File: config.mk
export PLATFORM = sky130hd
export DESIGN_NAME = quad_decoder
export DESIGN_NICKNAME = d
export VERILOG_FILES = /design/src/rtl/quad_decoder.sv
export SDC_FILE = /design/constraint.sdc
export NUM_CORES = 1
export LEC_CHECK = 0
export ABC_CLOCK_PERIOD_IN_PS = 2860
export CAP_MARGIN = 20
export CELL_PAD_IN_SITES_DETAIL_PLACEMENT = 0
export CELL_PAD_IN_SITES_GLOBAL_PLACEMENT = 1
export CORE_MARGIN = 5
export CORE_UTILIZATION = 35
export CTS_BUF_LIST = sky130_fd_sc_hd__clkbuf_4 sky130_fd_sc_hd__clkbuf_8 sky130_fd_sc_hd__clkbuf_16
export DETAILED_ROUTE_END_ITERATION = 8
export GPL_ROUTABILITY_DRIVEN = 0
export GPL_TIMING_DRIVEN = 0
export PLACE_DENSITY = 0.73
export SLEW_MARGIN = 20
export SYNTH_ARGS = -nofsm -noshare
export SYNTH_HDL_FRONTEND = slang
export SYNTH_SLANG_ARGS = --single-unit
File: constraint.sdc
create_clock -name clk -period 2.86 [get_ports clk]
set_clock_uncertainty 0.15 [all_clocks]
set_input_delay 0.572 -clock clk [delete_from_list [all_inputs] [get_ports clk]]
set_output_delay 0.572 -clock clk [all_outputs]
set_load 0.02 [all_outputs]
File: src/rtl/quad_decoder.sv
// ---------------------------------------------------------------------------
// quad_decoder
//
// Quadrature encoder decoder with a position counter. The asynchronous A/B
// phases go through 2-flop synchronizers. Optionally they then go through a
// per-phase glitch filter, built only when QDEC_FILTER_EN is defined. The
// result is decoded against the previous sample into up, down, idle or
// illegal steps.
//
// Configuration macro:
//   QDEC_FILTER_EN - when defined, each synchronized phase changes its
//                    filtered value only after FILTER_LEN consecutive
//                    identical samples.
//
// Parameters:
//   WIDTH      - width of d_in and count
//   FILTER_LEN - stable-sample count of the glitch filter (filter builds only)
//
// Ports:
//   clk      in   clock, rising edge
//   rst_n    in   asynchronous active-low reset
//   enable   in   count enable (0 holds count and dir, suppresses step)
//   load     in   synchronous load of d_in into count (wins over a step)
//   d_in     in   load value
//   a_in     in   asynchronous quadrature phase A
//   b_in     in   asynchronous quadrature phase B
//   err_clr  in   clears err (an illegal transition in the same cycle wins)
//   count    out  position counter
//   dir      out  direction of the last counted step (1 = up)
//   step     out  one-cycle pulse per counted step
//   err      out  sticky illegal-transition flag
// ---------------------------------------------------------------------------
module quad_decoder #(
    parameter int WIDTH      = 8,
    parameter int FILTER_LEN = 3
) (
    input  logic             clk,
    input  logic             rst_n,
    input  logic             enable,
    input  logic             load,
    input  logic [WIDTH-1:0] d_in,
    input  logic             a_in,
    input  logic             b_in,
    input  logic             err_clr,
    output logic [WIDTH-1:0] count,
    output logic             dir,
    output logic             step,
    output logic             err
);

    localparam logic [0:0] ST_INIT  = 1'b0;
    localparam logic [0:0] ST_TRACK = 1'b1;

    localparam logic [1:0] TR_IDLE    = 2'b00;
    localparam logic [1:0] TR_UP      = 2'b01;
    localparam logic [1:0] TR_DOWN    = 2'b10;
    localparam logic [1:0] TR_ILLEGAL = 2'b11;

    // Classify a {prev, cur} phase pair; the up cycle is 00->01->11->10->00.
    function automatic logic [1:0] classify(input logic [1:0] prev_ab,
                                            input logic [1:0] cur_ab);
        logic [1:0] res;
        case ({prev_ab, cur_ab})
            4'b0001, 4'b0111, 4'b1110, 4'b1000: res = TR_UP;
            4'b0100, 4'b1101, 4'b1011, 4'b0010: res = TR_DOWN;
            4'b0011, 4'b1100, 4'b0110, 4'b1001: res = TR_ILLEGAL;
            default:                            res = TR_IDLE;
        endcase
        return res;
    endfunction

    logic             a_meta_r;
    logic             a_sync_r;
    logic             b_meta_r;
    logic             b_sync_r;
    logic [1:0]       ab_s;
    logic [1:0]       dec_ab_s;

    logic [0:0]       state_r;
    logic [1:0]       prev_ab_r;

    logic [WIDTH-1:0] count_r;
    logic             dir_r;
    logic             step_r;
    logic             err_r;

    logic [1:0]       tr_s;
    logic             valid_s;
    logic [WIDTH-1:0] count_nxt_s;
    logic             dir_nxt_s;
    logic             err_nxt_s;

    assign ab_s = {a_sync_r, b_sync_r};

    // Two-flop synchronizers for the asynchronous encoder phases.
    always_ff @(posedge clk or negedge rst_n) begin
        if (!rst_n) begin
            a_meta_r <= 1'b0;
            a_sync_r <= 1'b0;
            b_meta_r <= 1'b0;
            b_sync_r <= 1'b0;
        end else begin
            a_meta_r <= a_in;
            a_sync_r <= a_meta_r;
            b_meta_r <= b_in;
            b_sync_r <= b_meta_r;
        end
    end

`ifdef QDEC_FILTER_EN
    localparam int             FCW    = (FILTER_LEN > 1) ? $clog2(FILTER_LEN) : 1;
    localparam logic [FCW-1:0] F_LAST = FCW'(FILTER_LEN - 1);
    localparam logic [FCW-1:0] F_ONE  = FCW'(1);
    // The pipeline holds valid pin data once the synchronizers and the filter
    // have both seen the pins.
    localparam int             SETTLE_LEN = 2 + FILTER_LEN;

    logic           a_filt_r;
    logic           b_filt_r;
    logic [FCW-1:0] a_fcnt_r;
    logic [FCW-1:0] b_fcnt_r;

    // Glitch filters: a phase follows its synchronized value only after it has
    // differed for FILTER_LEN consecutive samples.
    always_ff @(posedge clk or negedge rst_n) begin
        if (!rst_n) begin
            a_filt_r <= 1'b0;
            b_filt_r <= 1'b0;
            a_fcnt_r <= '0;
            b_fcnt_r <= '0;
        end else begin
            if (a_sync_r == a_filt_r) begin
                a_fcnt_r <= '0;
            end else if (a_fcnt_r == F_LAST) begin
                a_filt_r <= a_sync_r;
                a_fcnt_r <= '0;
            end else begin
                a_fcnt_r <= a_fcnt_r + F_ONE;
            end
            if (b_sync_r == b_filt_r) begin
                b_fcnt_r <= '0;
            end else if (b_fcnt_r == F_LAST) begin
                b_filt_r <= b_sync_r;
                b_fcnt_r <= '0;
            end else begin
                b_fcnt_r <= b_fcnt_r + F_ONE;
            end
        end
    end

    assign dec_ab_s = {a_filt_r, b_filt_r};
`else
    // Filter absent: FILTER_LEN deliberately has no effect on this build.
    localparam int SETTLE_LEN = 2 + 0 * FILTER_LEN;

    assign dec_ab_s = ab_s;
`endif

    localparam int            SW          = $clog2(SETTLE_LEN + 1);
    localparam logic [SW-1:0] SETTLE_LAST = SW'(SETTLE_LEN);
    localparam logic [SW-1:0] SETTLE_ONE  = SW'(1);

    logic [SW-1:0] settle_r;

    // Tracking FSM. INIT keeps sampling the decoder input without decoding it
    // until the reset-cleared input pipeline reflects the real pins, so a
    // release with the encoder away from 00 gives no spurious err or step.
    always_ff @(posedge clk or negedge rst_n) begin
        if (!rst_n) begin
            state_r   <= ST_INIT;
            prev_ab_r <= 2'b00;
            settle_r  <= '0;
        end else begin
            case (state_r)
                ST_INIT: begin
                    prev_ab_r <= dec_ab_s;
                    if (settle_r == SETTLE_LAST) begin
                        state_r <= ST_TRACK;
                    end else begin
                        settle_r <= settle_r + SETTLE_ONE;
                    end
                end
                ST_TRACK: begin
                    prev_ab_r <= dec_ab_s;
                end
                default: begin
                    state_r   <= ST_INIT;
                    prev_ab_r <= dec_ab_s;
                    settle_r  <= '0;
                end
            endcase
        end
    end

    // Next-state values for the counter, direction, step pulse and error flag.
    always_comb begin
        tr_s        = TR_IDLE;
        valid_s     = 1'b0;
        count_nxt_s = count_r;
        dir_nxt_s   = dir_r;
        err_nxt_s   = err_r;

        if (state_r == ST_TRACK) begin
            tr_s = classify(prev_ab_r, dec_ab_s);
        end else begin
            tr_s = TR_IDLE;
        end

        // A step counts only when enabled and not overridden by a load.
        if (enable && !load && ((tr_s == TR_UP) || (tr_s == TR_DOWN))) begin
            valid_s = 1'b1;
        end else begin
            valid_s = 1'b0;
        end

        if (load) begin
            count_nxt_s = d_in;
        end else if (valid_s && (tr_s == TR_UP)) begin
            count_nxt_s = count_r + WIDTH'(1);
        end else if (valid_s) begin
            count_nxt_s = count_r - WIDTH'(1);
        end else begin
            count_nxt_s = count_r;
        end

        if (valid_s) begin
            dir_nxt_s = (tr_s == TR_UP);
        end else begin
            dir_nxt_s = dir_r;
        end

        // An illegal transition wins over a simultaneous clear.
        if (tr_s == TR_ILLEGAL) begin
            err_nxt_s = 1'b1;
        end else if (err_clr) begin
            err_nxt_s = 1'b0;
        end else begin
            err_nxt_s = err_r;
        end
    end

    // Output registers.
    always_ff @(posedge clk or negedge rst_n) begin
        if (!rst_n) begin
            count_r <= '0;
            dir_r   <= 1'b0;
            step_r  <= 1'b0;
            err_r   <= 1'b0;
        end else begin
            count_r <= count_nxt_s;
            dir_r   <= dir_nxt_s;
            step_r  <= valid_s;
            err_r   <= err_nxt_s;
        end
    end

    assign count = count_r;
    assign dir   = dir_r;
    assign step  = step_r;
    assign err   = err_r;

endmodule

==> out/summary.md <==
## Power and ir drop
* power per standard cell area: 585 nW/um^2
* cell leakage power: 0.732 nW
* Max rail drop VDD: 0.281 mV

## STA
* minimum clock period: 2.73 ns
* final setup slack of the worst path: 0.127 ns
* setup repair after global routing missed its margin: no
* Final Slew Violations: 0
* Max Clock Freq: 0.366 GHz
* worst slew margin relative to its limit: 0.394
* pin slew with the least headroom to its limit: 0.905 ns
* final setup vio count: 0
* number of hold-slack violations in the final timing report: 0
* ratio of final minimum period to clock period: 0.956

## Synthesis
* warning count from the yosys run: 0
* number of flip-flops and latches in the synthesized netlist: 20
* cells taking the most area after synthesis: dfrtp_1 40%, ha_1 11%, mux2i_1 4.8%
* Yosys top cell area share: 0.398
* register area share after synthesis: 0.398
* synthesized area per cell: 10.6 sq um
* library cell with the largest summed area after synthesis: dfrtp_1
* most numerous cell types in the synthesized netlist: 20 x dfrtp_1, 11 x ha_1, 11 x nand2_1, 6 x mux2i_1
* combined area of all synthesized cells: 1260 sq um
* leading cell type by number of instances after synthesis: dfrtp_1
* synthesized netlist cell count: 119
* number of enable-type register cells in the synthesized netlist: 0
* Synth Net Count: 146
* Top FF cell, synth: dfrtp_1
* distinct cell type count of the synthesized netlist: 38
* proportion of register bits with asynchronous set or reset after synthesis: 1.00

## Setup path
* startpoint type of the worst setup path: register
* Crit. End Element: register
* category of the critical setup timing path: reg -> reg
* depth of the worst register-to-register path: 11
* top fanout value on the critical path: 8
* launch instance of the worst register-to-register path: b_sync_r$_DFF_PN0_
* critical path data arrival time: 2.81 ns
* Crit path required time: 2.94 ns
* minimum setup slack among reg-to-reg paths: 0.13 ns
* terminus of the critical flop-to-flop path: count[6]$_DFFE_PN0P_

## Clock network
* clock slew seen by the registers of the worst setup and hold paths: 0.12 ns
* number of H-tree levels: 1
* TritonCTS clock tree: done
* Max Root-Sink Buffers: 2
* total number of clock tree sinks: 20
* clock tree root driver cell: clkbuf_4
* Hold-fix buffers, CTS: 0
* clock latency on the worst-skew pair: 0.30 ns
* clock buffer count from CTS: 3

## Global route
* global-route wire length before repair: 4440 microns
* Overflow after GRT: 0
* GRT Resource Usage Total: 0.112
* vias in the first global route: 1008
* largest net degree at the start of global routing: 21
* antenna violations before repair: 0

## Routing
* ANT nets after route: 0
* Detailed Route Iter0 Violations: 16
* drt total wl: 2570 microns
* number of vias after detailed routing: 925
* number of optimization iterations in the first detailed-route pass: 4
* number of remaining DRC errors: 0
* number of vias per cell after detailed routing: 4.77
* routed wirelength normalized by instance count: 13.2 microns

## Finish
* filler cell count: 333
* max reg flops: 8
* Layout Nets: 176
* diodes inserted: 0
* P&R area growth vs syn: 30.1%
* share of layout cells above drive strength 1: 0.169
* final standard cell count with taps included and fillers excluded: 194

## Run
* number of max-cap violations: 0

## Floorplanning
* Die Span Y: 70.0 microns
* overall die area: 4900 sq um
* width of the die: 70.0 microns
* Starting Density: 0.368
* FP Rows: 21
* ports placed on the boundary: 26
* area inside the core boundary: 3420 sq um

## Status
* run status: finished clean

## Placed design
* placed cell count: 189
* sum of net half-perimeters after detailed placement: 1980 microns
* worst setup slack before clock tree synthesis: -0.181 ns
* number of buffers added on ports: 24

## Worst hold path
* type of the tightest min-delay check: reg -> reg
* start point of the worst min-delay path: b_meta_r$_DFF_PN0_
* count of cells along the worst hold path: 0
* capture endpoint of the worst hold path: b_sync_r$_DFF_PN0_

-- worst max-delay path, cell delays in order (launching register included) --
cell       delay (ns)
dfrtp_2          0.46
nor2b_4          0.14
or3b_1           0.38
o211ai_2         0.13
ha_4             0.21
nand2_4          0.09
ha_1             0.28
buf_4            0.14
nand3_1          0.08
o211ai_1         0.21
mux2i_1          0.21
a2bb2oi_1        0.18
-- metrics by stage --
stage | util | instance area, sq um | hold WS (ns) | TNS [ns] | power (mW)
2_1_floorplan | - | 1260 | 0.126 | 0 | 0.600
3_3_place_gp | 0.456 | 1560 | 0.186 | -0.281 | 0.721
3_5_place_dp | 0.456 | 1560 | 0.186 | -0.391 | 0.727
4_1_cts | 0.475 | 1620 | 0.215 | 0 | 0.971
5_1_grt | 0.479 | 1640 | 0.219 | 0 | 1.02
6_report | 0.479 | 1640 | 0.211 | 0 | 0.958
-- how the worst max path moves through the flow --
stage | startpoint | to | slack (ns) | depth (start not counted)
after floorplan | b_sync_r$_DFF_PN0_ | count[6]$_DFFE_PN0P_ | 0.12 | 11
after global placement | b_sync_r$_DFF_PN0_ | count[6]$_DFFE_PN0P_ | -0.14 | 11
after detailed placement | b_sync_r$_DFF_PN0_ | count[6]$_DFFE_PN0P_ | -0.18 | 11
after CTS | b_sync_r$_DFF_PN0_ | count[6]$_DFFE_PN0P_ | 0.02 | 11
after global routing | b_sync_r$_DFF_PN0_ | count[6]$_DFFE_PN0P_ | 0.0008 | 11
final | b_sync_r$_DFF_PN0_ | count[6]$_DFFE_PN0P_ | 0.13 | 11
-- report_power, final --
group	leakage [nW]	total, mW	internal [mW]	switching, mW
combinational	0.470	0.376	0.191	0.185
sequential	0.234	0.349	0.316	0.0326
clock	0.0279	0.233	0.142	0.0912
total	0.732	0.958	0.649	0.309
-- cells by family (layout without fill, tap and decap cells) --
family	count (synthesis)	after routing	synth area share
buffers and inverters	11	40	0.0477
AND/OR/NAND/NOR	32	32	0.147
flip-flops	20	20	0.398
adder cells (fa/ha/maj)	12	12	0.125
XOR/XNOR	8	8	0.0557
multiplexers	8	8	0.0656
AO/OA/AOI/OAI	28	28	0.161
-- layer usage --
metal,share of wire,global-route usage,up-vias
li1,-,-,473
met1,0.44,0.132,433
met2,0.52,0.192,15
met3,0.037,0.0330,4
met4,0.011,0.0404,0
met5,0,0,-
-- cell type report --
| class | instances | area, sq um | area share |
|---|---|---|---|
| well taps | 46 | 57.6 | 0.0351 |
| inverters | 6 | 22.5 | 0.0138 |
| clock inverters | 1 | 30.0 | 0.0183 |
| plain buffers | 5 | 37.5 | 0.0229 |
| clock buffers | 3 | 22.5 | 0.0138 |
| multi-input cells | 88 | 718 | 0.439 |
| flip-flops and latches | 20 | 502 | 0.306 |
| repair buffers | 25 | 248 | 0.151 |
-- cell usage in the layout, fill, tap and decap left out, types with 2 or more instances in the layout --
cell type | synthesis | layout
nor2b_4 | 2 | 2
inv_1 | 5 | 5
o21ai_0 | 5 | 5
a22oi_1 | 2 | 2
a21oi_2 | 3 | 3
xor2_1 | 3 | 3
buf_4 | 1 | 2
a21oi_1 | 4 | 4
ha_1 | 11 | 10
clkbuf_1 | 2 | 2
o21ai_1 | 3 | 3
and2b_1 | 3 | 3
xnor2_1 | 5 | 5
dfrtp_1 | 20 | 19
buf_6 | 2 | 2
o21ai_2 | 2 | 2
mux2_2 | 2 | 2
mux2i_1 | 6 | 6
clkdlybuf4s50_1 | 0 | 24
o211ai_2 | 3 | 3
nand3_1 | 4 | 4
a21o_1 | 2 | 2
nand2_1 | 11 | 10
and2_1 | 2 | 2
nor2_1 | 2 | 2
clkbuf_4 | 0 | 3
-- repair_timing --
| item | CTS | global route |
|---|---|---|
| pin swaps | 0 | 1 |
| gates resized for setup | 3 | 2 |
| setup buffers | 0 | 1 |
| endpoints found under the setup margin | 5 | 3 |
Note: power is estimated with default switching activity, not from simulation.
==> RTL change 1: new RTL, same settings <==
Remove the register `step_r`: a continuous assignment takes its place, so the output `step` follows one clock earlier.
--- a/src/rtl/quad_decoder.sv
+++ b/src/rtl/quad_decoder.sv
@@ -246,3 +246,2 @@
             dir_r   <= 1'b0;
-            step_r  <= 1'b0;
             err_r   <= 1'b0;
@@ -251,3 +250,2 @@
             dir_r   <= dir_nxt_s;
-            step_r  <= valid_s;
             err_r   <= err_nxt_s;
@@ -255,2 +253,4 @@
     end
+
+    assign step_r = valid_s;
 
Function: changed (a bounded check fails within 4 cycles, from zero or initial values and one cycle with rst_n low).
==> RTL change 1 against the original RTL <==
Synthesized cell count is 0.84% lower; sequential cell count is 1 lower; power is 10% lower; worst setup slack worse by 0.047 ns; routed wire length is 2.3% lower; global-route usage is 0.11 points higher; utilization is 0.23 points higher; design area is 1.1% lower; largest cell class unchanged; synthesized area is 2.0% lower; combinational power is 3% higher.
==> RTL change 1: results (changes against the original RTL) <==
| Metric | Value |
|---|---|
| Post-synthesis net count | 145 (-0.68%) |
| Synth Flop Type | dfrtp_1 |
| GRT Resource Usage Total | 0.1133 (+0.001149) |
| Worst Hold Class | reg -> reg |
| Global-route wire length before repair | 4.422 mm (-0.32%) |
| Share of cells above drive strength 1 | 0.2027 (+0.03378) |
| Asr flop ratio synth | 1.000 (unchanged) |
| Pint | 552.2 uW (-15%) |
| DR iter-0 viols | 5 (-11) |
| CTS root buf | clkbuf_4 |
| Clk pin slew, worst setup/hold paths | ~0.11 ns |
| H-tree depth | 1 (unchanged) |
| Ys Warns | 0 (unchanged) |
| Status | finished clean |
| Total CTS buffers | 3 (unchanged) |
| Register area share after synthesis | 0.3854 (-0.01222) |
| # diodes | 0 (unchanged) |
| Total number of vias | 925 (unchanged) |
| Clk_lat worst skew | 0.30 ns (about the same) |
| Critical-path top delay cell | dfrtp_2 |
| Top cells by area, synth | dfrtp_1 (39%), ha_1 (11%), mux2i_1 (4.9%), xnor2_1 (3.5%), nand2_1 (3.3%) |
| Worst vdd ir | 0.2346 mV (-17%) |
| Input/output buffers | 24 (unchanged) |
| CTS max path bufs | 2 (unchanged) |
| Wire per inst | 12.93 um (-2.3%) |
| Pin count of the biggest net entering global routing | 20 (-4.8%) |
| Final Hold Viols | 0 (unchanged) |
| Antenna violations before repair | 0 (unchanged) |
| Worst-Margin Slew | 0.8440 ns (-0.06150 ns) |
| Leak pwr | 0.0007085 uW (-3.2%) |
| Max FFs per register | 8 (unchanged) |
| CP top delay family | simple AND/OR/NAND/NOR gates |
| Placed cell areas | 1531 um2 (-1.6%) |
| Vias in the first global route | 962 (-4.6%) |
| HPWL after detailed placement | 1.931 mm (-2.7%) |
| Fin nets | 176 (unchanged) |
| Synth cell types | 38 (unchanged) |
| CP Max Fanout | 6 (-2) |
| Synth top cells by count | dfrtp_1 (19), ha_1 (11), nand2_1 (11), mux2i_1 (6) |
| DR pass1 iterations | 4 (unchanged) |
| Fin. max-slew vios | 0 (unchanged) |
| Max incr delay on CP | 0.46 ns (about the same) |
| Critical path arrival | 2.06 ns (-0.75 ns) |
## RTL change 1: cells by family (layout without fill, tap and decap cells)
logic type | after synthesis | in the layout | synth area share
and+or+nand+nor | 32 | 32 | 0.1501
AOI/OAI and AO/OA | 28 | 28 | 0.1643
DFF | 19 | 19 | 0.3854
adders and majority gates | 12 | 12 | 0.1278
buffers and inverters | 11 | 41 | 0.04868
xor gates and xnor gates | 8 | 8 | 0.05680
muxes | 8 | 8 | 0.06694
## RTL change 1: timing repair
item / 4_1_cts / 5_1_grt
endpoints found under the setup margin: 6 / 5
pin swaps: 0 / 3
setup buffers: 0 / 2
gates resized for setup: 9 / 6
## RTL change 1: power by group through the flow
stage	Sequential, uW	Combinational (uW)	Clock [uW]
2_1_floorplan	369	216	0
3_5_place_dp	338	373	0
5_1_grt	339	428	159
3_3_place_gp	336	367	0
4_1_cts	333	377	145
6_report	332	388	139
## RTL change 1: layout make-up
type | count | area [um2]
clock buffers | 3 | 22.52
repair buffers | 26 | 252.7
fillers | 352 | 1743
flip-flops and latches | 19 | 476.7
multi-input cells | 88 | 742.0
clock inverters | 1 | 5.005
plain buffers | 5 | 41.29
well taps | 46 | 57.56
inverters | 6 | 22.52
## RTL change 1: final timing paths
check | end | startpoint | cells after the start | slack [ns]
max | step | b_sync_r$_DFF_PN0_ | 8 | 0.08
min | b_sync_r$_DFF_PN0_ | b_meta_r$_DFF_PN0_ | 0 | 0.21
max reg2reg | count[6]$_DFFE_PN0P_ | b_sync_r$_DFF_PN0_ | 11 | 0.13
min reg2reg | b_sync_r$_DFF_PN0_ | b_meta_r$_DFF_PN0_ | 0 | 0.21
max in group asynchronous | b_sync_r$_DFF_PN0_ | rst_n | 1 | 1.40
min in group asynchronous | count[7]$_DFFE_PN0P_ | rst_n | 1 | 0.59
## RTL change 1: stage by stage
| stage | power (uW) | worst slack, ns | TNS [ns] | std cells |
|---|---|---|---|---|
| detailed placement | 711.1 | -0.1936 | -0.5986 | 188 |
| CTS | 855.0 | -0.03532 | -0.03532 | 192 |
| global route | 925.6 | -0.01624 | -0.02221 | 194 |
| finish | 859.3 | 0.08016 | 0 | 194 |
| floorplan | 584.5 | 0.1204 | 0 | 118 |
| global placement | 702.9 | -0.1453 | -0.4585 | 188 |
## RTL change 1: routing by layer
metal,vias to the layer above,GRT usage,share of wire,wire length (um)
met2,20,0.1706,0.45,1122
met3,4,0.03623,0.051,127
met5,-,0,0,0
met1,434,0.1476,0.49,1223
li1,467,-,-,-
met4,0,0.04989,0.014,35
==> RTL change 2: new RTL, config.mk and constraints unchanged <==
Made on the original files. Build with the macro `QDEC_FILTER_EN` defined.
--- a/src/rtl/quad_decoder.sv
+++ b/src/rtl/quad_decoder.sv
@@ -32,2 +32,4 @@
 // ---------------------------------------------------------------------------
+`define QDEC_FILTER_EN
+
 module quad_decoder #(
Check against the original RTL: not equivalent (a bounded check fails within 10 cycles, from zero or initial values and one cycle with rst_n low).
==> RTL change 2 against the original RTL <==
Worst setup slack got worse by 0.0019 ns; design area up 21%; synthesized area is 20% higher; sequential cell count is 7 higher; routed wire length is 17% higher; non-clock buffer count grew 3; first-iteration DRC count increased by 100%; via count rose by 17%; highest routed layer unchanged.
Power is not compared: it rests on default switching activity, and its combinational part moved more than twofold at a synthesized area within 25%.
==> RTL change 2: results (changes against the original RTL) <==
| Metric | Value |
|---|---|
| Status | finished clean |
| Max incr delay on CP | 0.40 ns (-0.06 ns) |
| Met3 routed WL | 137 um (+46%) |
| Clk pin slew, worst setup/hold paths | 0.10 ns (-0.02 ns) |
| Clk_lat worst skew | 0.28 ns (-0.02 ns) |
| Share of cells above drive strength 1 | 0.1908 (+0.02183) |
| M2 GR Usage | 0.1863 (-0.005713) |
| Critical-path top delay cell | dfrtp_1 |
| Placed cell areas | 1814 um2 (+17%) |
| Final Util | 0.4660 (-0.01353) |
| CTS root buf | clkbuf_8 |
| Fillcell total | 402 (+21%) |
| Xor-xnor portion of the synthesized cell area | 0.06364 (+0.007970) |
| Top cells by area, synth | dfrtp_1 (45%), ha_1 (9.9%), xnor2_1 (4.6%), mux2i_1 (4.0%), nand2_1 (3.2%) |
| Synth Instances | 141 (+18%) |
| Worst Hold Class | in -> async |
| GRT Resource Usage Total | 0.1130 (+0.0008520) |
| Dpl cells | 217 (+15%) |
| Register area share after synthesis | 0.4463 (+0.04867) |
| Drt total wl | 3.015 mm (+17%) |
| Post-synthesis compound-gate area fraction | 0.1157 (-0.04533) |
| Pin count of the biggest net entering global routing | 28 (+33%) |
| Post-synthesis net count | 169 (+16%) |
| Mux cell area share after synthesis | 0.06942 (+0.003815) |
| Post-route met1 wirelength | 1.343 mm (+20%) |
| Grt met3 use | 0.02507 (-0.007933) |
| Global-route wire length before repair | 5.002 mm (+13%) |
| Met1 Usage GRT | 0.1473 (+0.01486) |
| HPWL after detailed placement | 2.182 mm (+10%) |
| R2R cell count | 12 (+1) |
RTL change 2: cell count changes after synthesis, moves of 3 or more:
cell and delta:
and2b_1 -3, a21oi_1 +4, dfrtp_1 +7, o21ai_0 +3
a21oi_2 -3, xnor2_1 +3
RTL change 2: stage by stage:
step | hold WS, ns | setup slack, ns
final | 0.1325 | 0.1249
after global routing | 0.1802 | -0.01518
after CTS | 0.1654 | 0.02083
after detailed placement | 0.1855 | -0.2251
after global placement | 0.1861 | -0.1907
after floorplan | 0.1264 | 0.06642
RTL change 2: final cells by class:
| type | instances | area share |
|---|---|---|
| Multi-Input combinational cell | 101 | 0.4314 |
| Sequential cell | 27 | 0.3400 |
| Timing Repair Buffer | 28 | 0.1335 |
| Tap cell | 52 | 0.03275 |
| Buffer | 5 | 0.02267 |
| Clock buffer | 3 | 0.02078 |
| Inverter | 8 | 0.01511 |
| Clock inverter | 1 | 0.003778 |
